--- src/rtl/i2s_dac_tx.sv ---
// I2S DAC transmitter: 16-bit stereo in SLOT_BITS-wide slots, fed from a
// one-deep holding buffer; silence plus an underrun pulse when it runs dry.
module i2s_dac_tx #(
  parameter int BCLK_DIV  = 16,
  parameter int SLOT_BITS = 32
) (
  input  logic        clk,
  input  logic        reset,
  input  logic [31:0] mix_down,
  input  logic        sample_valid,
  output logic        sample_ready,
  output logic        aud_bclk,
  output logic        aud_daclrck,
  output logic        aud_dacdat,
  output logic        frame_tick,
  output logic        underrun
);
  localparam int DW = $clog2(BCLK_DIV);
  localparam int CW = $clog2(2 * SLOT_BITS);
  localparam logic [DW-1:0] DIV_MAX = DW'(BCLK_DIV - 1);
  localparam logic [CW-1:0] CNT_MAX = CW'(2 * SLOT_BITS - 1);
  localparam logic [CW-1:0] SLOT    = CW'(SLOT_BITS);
  localparam logic [CW-1:0] MSB_POS = CW'(16);

  logic [DW-1:0] div_cnt;
  logic [CW-1:0] bit_cnt;
  logic [31:0]   hold;
  logic [31:0]   frame;
  logic          full;
  logic          fall;
  logic          load;
  logic          accept;
  logic [CW-1:0] nxt_cnt;
  logic [CW-1:0] pos;
  logic          nxt_lr;
  logic          nxt_dat;
  logic [15:0]   chan;
  logic [3:0]    idx;

  assign sample_ready = ~full;
  assign accept       = sample_valid & ~full;
  assign fall         = (div_cnt == DIV_MAX) & aud_bclk;
  assign load         = fall & (bit_cnt == CNT_MAX);

  // Pin values for the bit period that starts at the next falling toggle
  always_comb begin
    nxt_cnt = (bit_cnt == CNT_MAX) ? '0 : bit_cnt + 1'b1;
    nxt_lr  = nxt_cnt >= SLOT;
    pos     = nxt_lr ? nxt_cnt - SLOT : nxt_cnt;
    chan    = nxt_lr ? frame[15:0] : frame[31:16];
    idx     = 4'(MSB_POS - pos);
    nxt_dat = 1'b0;
    if (pos != '0 && pos <= MSB_POS) nxt_dat = chan[idx];
  end

  always_ff @(posedge clk or negedge reset) begin
    if (!reset) begin
      div_cnt  <= '0;
      aud_bclk <= 1'b0;
    end else if (div_cnt == DIV_MAX) begin
      div_cnt  <= '0;
      aud_bclk <= ~aud_bclk;
    end else begin
      div_cnt <= div_cnt + 1'b1;
    end
  end

  always_ff @(posedge clk or negedge reset) begin
    if (!reset) begin
      bit_cnt     <= '0;
      aud_daclrck <= 1'b0;
      aud_dacdat  <= 1'b0;
    end else if (fall) begin
      bit_cnt     <= nxt_cnt;
      aud_daclrck <= nxt_lr;
      aud_dacdat  <= nxt_dat;
    end
  end

  // Load sees the buffer state before any same-cycle accept
  always_ff @(posedge clk or negedge reset) begin
    if (!reset) begin
      hold       <= '0;
      full       <= 1'b0;
      frame      <= '0;
      frame_tick <= 1'b0;
      underrun   <= 1'b0;
    end else begin
      frame_tick <= load;
      underrun   <= load & ~full;
      full       <= accept | (full & ~load);
      if (load) frame <= full ? hold : '0;
      if (accept) hold <= mix_down;
    end
  end

endmodule
--- config.mk ---
export PLATFORM = sky130hd
export DESIGN_NAME = i2s_dac_tx
export DESIGN_NICKNAME = d
export VERILOG_FILES = /design/src/rtl/i2s_dac_tx.sv
export SDC_FILE = /design/constraint.sdc
export NUM_CORES = 1
export LEC_CHECK = 0
export BUFFER_PORTS_ARGS = -buffer_cell sky130_fd_sc_hd__buf_2
export CORE_MARGIN = 5
export CORE_UTILIZATION = 35
export CTS_CLUSTER_DIAMETER = 40
export DETAILED_ROUTE_END_ITERATION = 12
export PLACE_DENSITY = 0.57
export SYNTH_ARGS = -nofsm -noshare
export SYNTH_HDL_FRONTEND = slang
export SYNTH_SLANG_ARGS = --single-unit
export TNS_END_PERCENT = 1
--- constraint.sdc ---
create_clock -name clk -period 6.5 [get_ports clk]
set_input_delay 1.3 -clock clk [delete_from_list [all_inputs] [get_ports clk]]
set_output_delay 1.3 -clock clk [all_outputs]
set_load 0.02 [all_outputs]
Word level (Yosys, flattened, before mapping)
Index checks and enable logic that the tools add are counted.
{"block": "word_totals", "ff_bits": 80, "latchBits": 0, "ramBits": 0, "mem_bits_ro": 0, "output_inout_bits": 6, "wordCells": 38, "mem_count": 0}
{"block": "classes", "addsub": 4, "multipliers": 0, "div_mod_pow": 0, "magnitude_cmp": 3, "n_eq_ne": 2, "shifts": 0, "n_mux": 8, "n_bitwise": 9, "reduce_logical": 2}
{"op": "2-to-1 mux 32 bit", "n": 1}
{"op": "2-to-1 mux 16 bit", "n": 1}
{"op": "2-to-1 mux 6 bit", "n": 2}
{"op": "adder 6 x 1 -> 6 bit (second input constant)", "n": 1}
{"op": "== test 6 bit (second input constant)", "n": 1}
{"op": "greater-or-equal comparator 6 bit (second input constant)", "n": 1}
{"op": "<= comparator 6 x 5 -> 1 bit (second input constant)", "n": 1}
{"op": "nonzero test 6 bit", "n": 1}
{"op": "subtractor 6 bit (second input constant)", "n": 1}
{"op": "AND 1 bit", "n": 5}
{"op": "less-than comparator 4 x 5 -> 1 bit (second input constant)", "n": 1}
{"op": "adder 4 x 1 -> 4 bit (second input constant)", "n": 1}
{"op": "binary-select mux 1 bit (select 4 bit)", "n": 1}
{"op": "== test 4 bit (second input constant)", "n": 1}
{"op": "2-to-1 mux 4 bit", "n": 1}
{"op": "subtractor 1 x 4 -> 4 bit (first input constant)", "n": 1}
{"op": "inverter 1 bit", "n": 3}
{"op": "2-to-1 mux 1 bit", "n": 2}
{"op": "logical AND 1 bit", "n": 1}
{"op": "OR 1 bit", "n": 1}

Depth between registers and ports, before layout
{"block": "depth", "depth_word": 8, "ltp_mapped": 9, "mapped_depth_nobuf": 8}

Worst setup path after synthesis
OpenSTA, ideal clock, no wires.
{"block": "synth_timing", "kind": "input-to-reg", "start": "input port sample_valid", "end": "register hold[10]", "setup_ns": 0.125, "arrival_time_ns": 2.326, "setup_slack_ns": 4.049, "stages": 4, "path_buffers": 2, "cell_sequence": "nor2b_1 clkbuf_1 clkbuf_1 mux2_2"}
{"block": "synth_via", "elab_chain_cells": 1}
{"item": "start, declared", "line": "10", "text": "input logic sample_valid,"}
{"item": "AND 1 bit", "line": "41", "text": "assign accept = sample_valid & ~full;"}
{"item": "end signal, assigned", "line": "93", "text": "if (accept) hold <= mix_down;"}
{"item": "end, declared", "line": "27", "text": "logic [31:0] hold;"}
No other way between the ends.
A chain may end at the register's enable or synchronous reset.

Worst setup path after layout
{"block": "layout_timing", "start": "register bit_cnt[0]", "end": "register frame[3]"}
{"block": "layout_via", "elab_chain_cells": 2}
{"item": "start, declared", "line": "26", "text": "logic [CW-1:0] bit_cnt;"}
{"item": "start signal, assigned", "line": "74", "text": "bit_cnt <= nxt_cnt;"}
{"item": "== test 6 bit", "line": "43", "text": "assign load = fall & (bit_cnt == CNT_MAX);"}
{"item": "AND 1 bit", "line": "43"}
{"item": "end signal, assigned", "line": "92", "text": "if (load) frame <= full ? hold : '0;"}
{"item": "end, declared", "line": "28", "text": "logic [31:0] frame;"}
No other way between the ends.

==> results.md <==
* Status: finished clean
* Grt ovf at 0
* VDD IR-drop max at 0.1296 mV
* PwrDens at 270.1 nW/µm²
* Period utilization at 0.4524
* Share of cells above drive strength 1 at 0.2584
* Hold Crit Class: reg -> reg
* Die width at 112.4 µm
* Synth Area in Adders at 0.006817
* Syn Area/Cell at 10.46 µm²
* Async SR Flop Fraction at 1.000
* Crit path arrival time at 3140 ps
* I/O pins at 41
* FF+latch count, synth at 80
* First-pass GRT wire length at 13.14 mm
* CTS tree: built
* Final Max Tran Viols at 0
* Initial Utilization at 0.3572
* Complex-gate fraction of the synthesized area at 0.1033
* Row cnt at 37
* Tightest Pin Transition at 990.8 ps
* Cts hold-fix bufs at 0
* Seq/Total Area, Yosys at 0.5453
* Fmax at 0.3400 GHz
* Clk slew on worst S/H paths at 80 ps
* PortBufs at 40
* Fin util at 0.4024
* CTS max path bufs at 2
* Most common cell after layout, fill and taps aside: dfrtp_1
* Total Neg Setup Slack at 0 ps
* Vias per std cell at 4.983
* Drt wl/cell at 14.68 µm
* RD Place Congestion at 0.8807
* Worst path max stage delay at 780 ps
* Main combinational cell family by area after synthesis: simple AND/OR/NAND/NOR gates
* Via count at 2606
* Xor/xnor cell area share of the yosys netlist at 0.009543
* Routed Antenna Nets at 0
* Die footprint at 12640 µm²
* CTS H-tree lvls at 3
* Cell area after synthesis at 3671 µm²
* Vias in the first global route at 2673
* CP required at 6700 ps
* Syn_nets at 388
* GR Util All Layers at 0.1275
* Crit Path Class: reg -> reg
* Postcts setup bufs at 0
* Clk sinks at 80
* Clock Latency Late Sink at 330 ps
* First DRT Iteration DRCs at 127
* Fin Clk Skew at 5.048 ps
* Worst-path maximum fanout at 36
* Worst-path cell chain: ha_1, and3_1, nand2_1, buf_4, clkinv_1, nand3_1, o21ai_0
* Final min period at 2941 ps
* Worst setup SP type: register
* Post-Route WL at 7.679 mm
* Ys Warns at 0
* RSZ-0062 raised after global routing: no
* P_leak at 0.001931 µW
* Delay-heaviest family, CP: buffers and inverters
* Post-Synth Simple-Gate Area at 0.1762
* Area growth from synthesis to layout at 12.64%
* Num CTS Buffers at 9
* Crit path buf inv count at 2
* Core area at 10280 µm²
* Post-route DRC violation count at 0
* Slew HR at 0.3395
* Critical path capture point type: register
* Antenna cells at 0
* DIE HEIGHT at 112.4 µm
* Distinct cells, synth at 50
* EDFF count, synth at 0
* Gate count after technology mapping at 351
* Slowest cell on the critical path: clkinv_1
* Post-cts resize count at 0
* Final setup violation count at 0
* Final Hold Vio Count at 0
* Initial antenna violation count at 0
* PnR Total Power at 1117 µW
* DR pass1 iterations at 5
* Multiplexer share of the synthesized area at 0.1091
* Max-cap violations at 0
* Largest net degree at the start of global routing at 81
* Final HPWL DP at 5.412 mm
* Most frequent cells in the layout: dfrtp_1, nand2_1, buf_2
* FF/Latch Area at 2002 µm²
* Root Buffer: clkbuf_8
* Final #Nets at 419
* Area of the multi-input gates at 1489 µm²
* Synth Flop Type: dfrtp_1
* Fill count at 1058
cell usage after synthesis (all sizes together), types with 2 or more instances:
master / instances / area (µm²)
a211oi: 3 / 22.52
dfrtp: 80 / 2002
o211ai: 3 / 22.52
nor2: 11 / 41.29
buf: 6 / 61.30
nor2b: 2 / 12.51
a21o: 2 / 15.01
o311ai: 2 / 17.52
o21ai: 12 / 63.81
mux2i: 4 / 40.04
xor2: 2 / 17.52
a31o: 2 / 17.52
and2: 4 / 27.52
nor3: 2 / 10.01
a22oi: 2 / 15.01
and3: 3 / 18.77
mux2: 32 / 360.4
inv: 9 / 33.78
xnor2: 2 / 17.52
or3: 3 / 25.03
nand3: 36 / 185.2
a21oi: 17 / 85.08
clkbuf: 17 / 83.83
a221oi: 2 / 23.77
a31oi: 2 / 12.51
nand2: 75 / 297.8
ha: 2 / 25.02
cell families (layout without fill, tap and decap cells):
kind of cell,after synthesis,after routing
xor gates and xnor gates,4,4
buffers and inverters,33,69
and+or+nand+nor,140,140
AOI/OAI and AO/OA,56,56
muxes,36,36
DFF,80,80
adders and majority gates,2,2
layer usage:
| layer | up-vias | GRT usage | wire length [µm] |
|---|---|---|---|
| met5 | - | 0 | 0 |
| met4 | 0 | 0.04327 | 109 |
| met3 | 10 | 0.02102 | 182 |
| met2 | 39 | 0.2002 | 3573 |
| met1 | 1276 | 0.1795 | 3813 |
| li1 | 1281 | - | - |
registers in the layout, indices dropped and copies added (netlist names):
signal,cells
aud_bclk,1
frame_tick,1
frame,32
full,1
aud_daclrck,1
underrun,1
aud_dacdat,1
bit_cnt,6
div_cnt,4
hold,32
path summary, 6_finish.rpt:
path / from / to / slack [ps] / cells after the start
setup / recovery: bit_cnt[0]$_DFFE_PN0P_ / frame[3]$_DFFE_PN0P_ / 3560 / 7
hold / removal: frame[12]$_DFFE_PN0P_ / frame[12]$_DFFE_PN0P_ / 470 / 2
setup reg to reg: bit_cnt[0]$_DFFE_PN0P_ / frame[3]$_DFFE_PN0P_ / 3560 / 7
hold reg to reg: frame[12]$_DFFE_PN0P_ / frame[12]$_DFFE_PN0P_ / 470 / 2
max in group asynchronous: reset / frame[22]$_DFFE_PN0P_ / 4740 / 1
min in group asynchronous: reset / hold[19]$_DFFE_PN0P_ / 1120 / 1
worst register-to-register path, cell delays in order (launching register included):
cell and delay (ps):
dfrtp_1 540, ha_1 430, and3_1 230, nand2_1 60
buf_4 310, clkinv_1 790, nand3_1 330, o21ai_0 110
stage by stage:
stage	area, µm²	std cells	hold slack [ps]	setup slack, ps
3_5_place_dp	3924	507	459.7	3497
5_1_grt	4135	523	503.4	3222
4_1_cts	4135	523	476.6	3491
2_1_floorplan	3671	351	430.3	4049
3_3_place_gp	3924	507	454.7	3597
6_report	4135	523	474.8	3559
area by class of cell:
type / instances / area share
Clock inverter: 6 / 0.02027
Multi-Input combinational cell: 238 / 0.3601
Sequential cell: 80 / 0.4841
Inverter: 10 / 0.009077
Timing Repair Buffer: 43 / 0.05446
Tap cell: 136 / 0.04115
Clock buffer: 10 / 0.03086
power breakdown:
group / internal [µW] / leakage [µW] / switching, µW
Sequential: 575 / 0.00103 / 43.3
Clock: 215 / 0.000110 / 176
Combinational: 67.9 / 0.000793 / 39.2
Total: 858 / 0.00193 / 259
(Power assumes the default switching activity.)
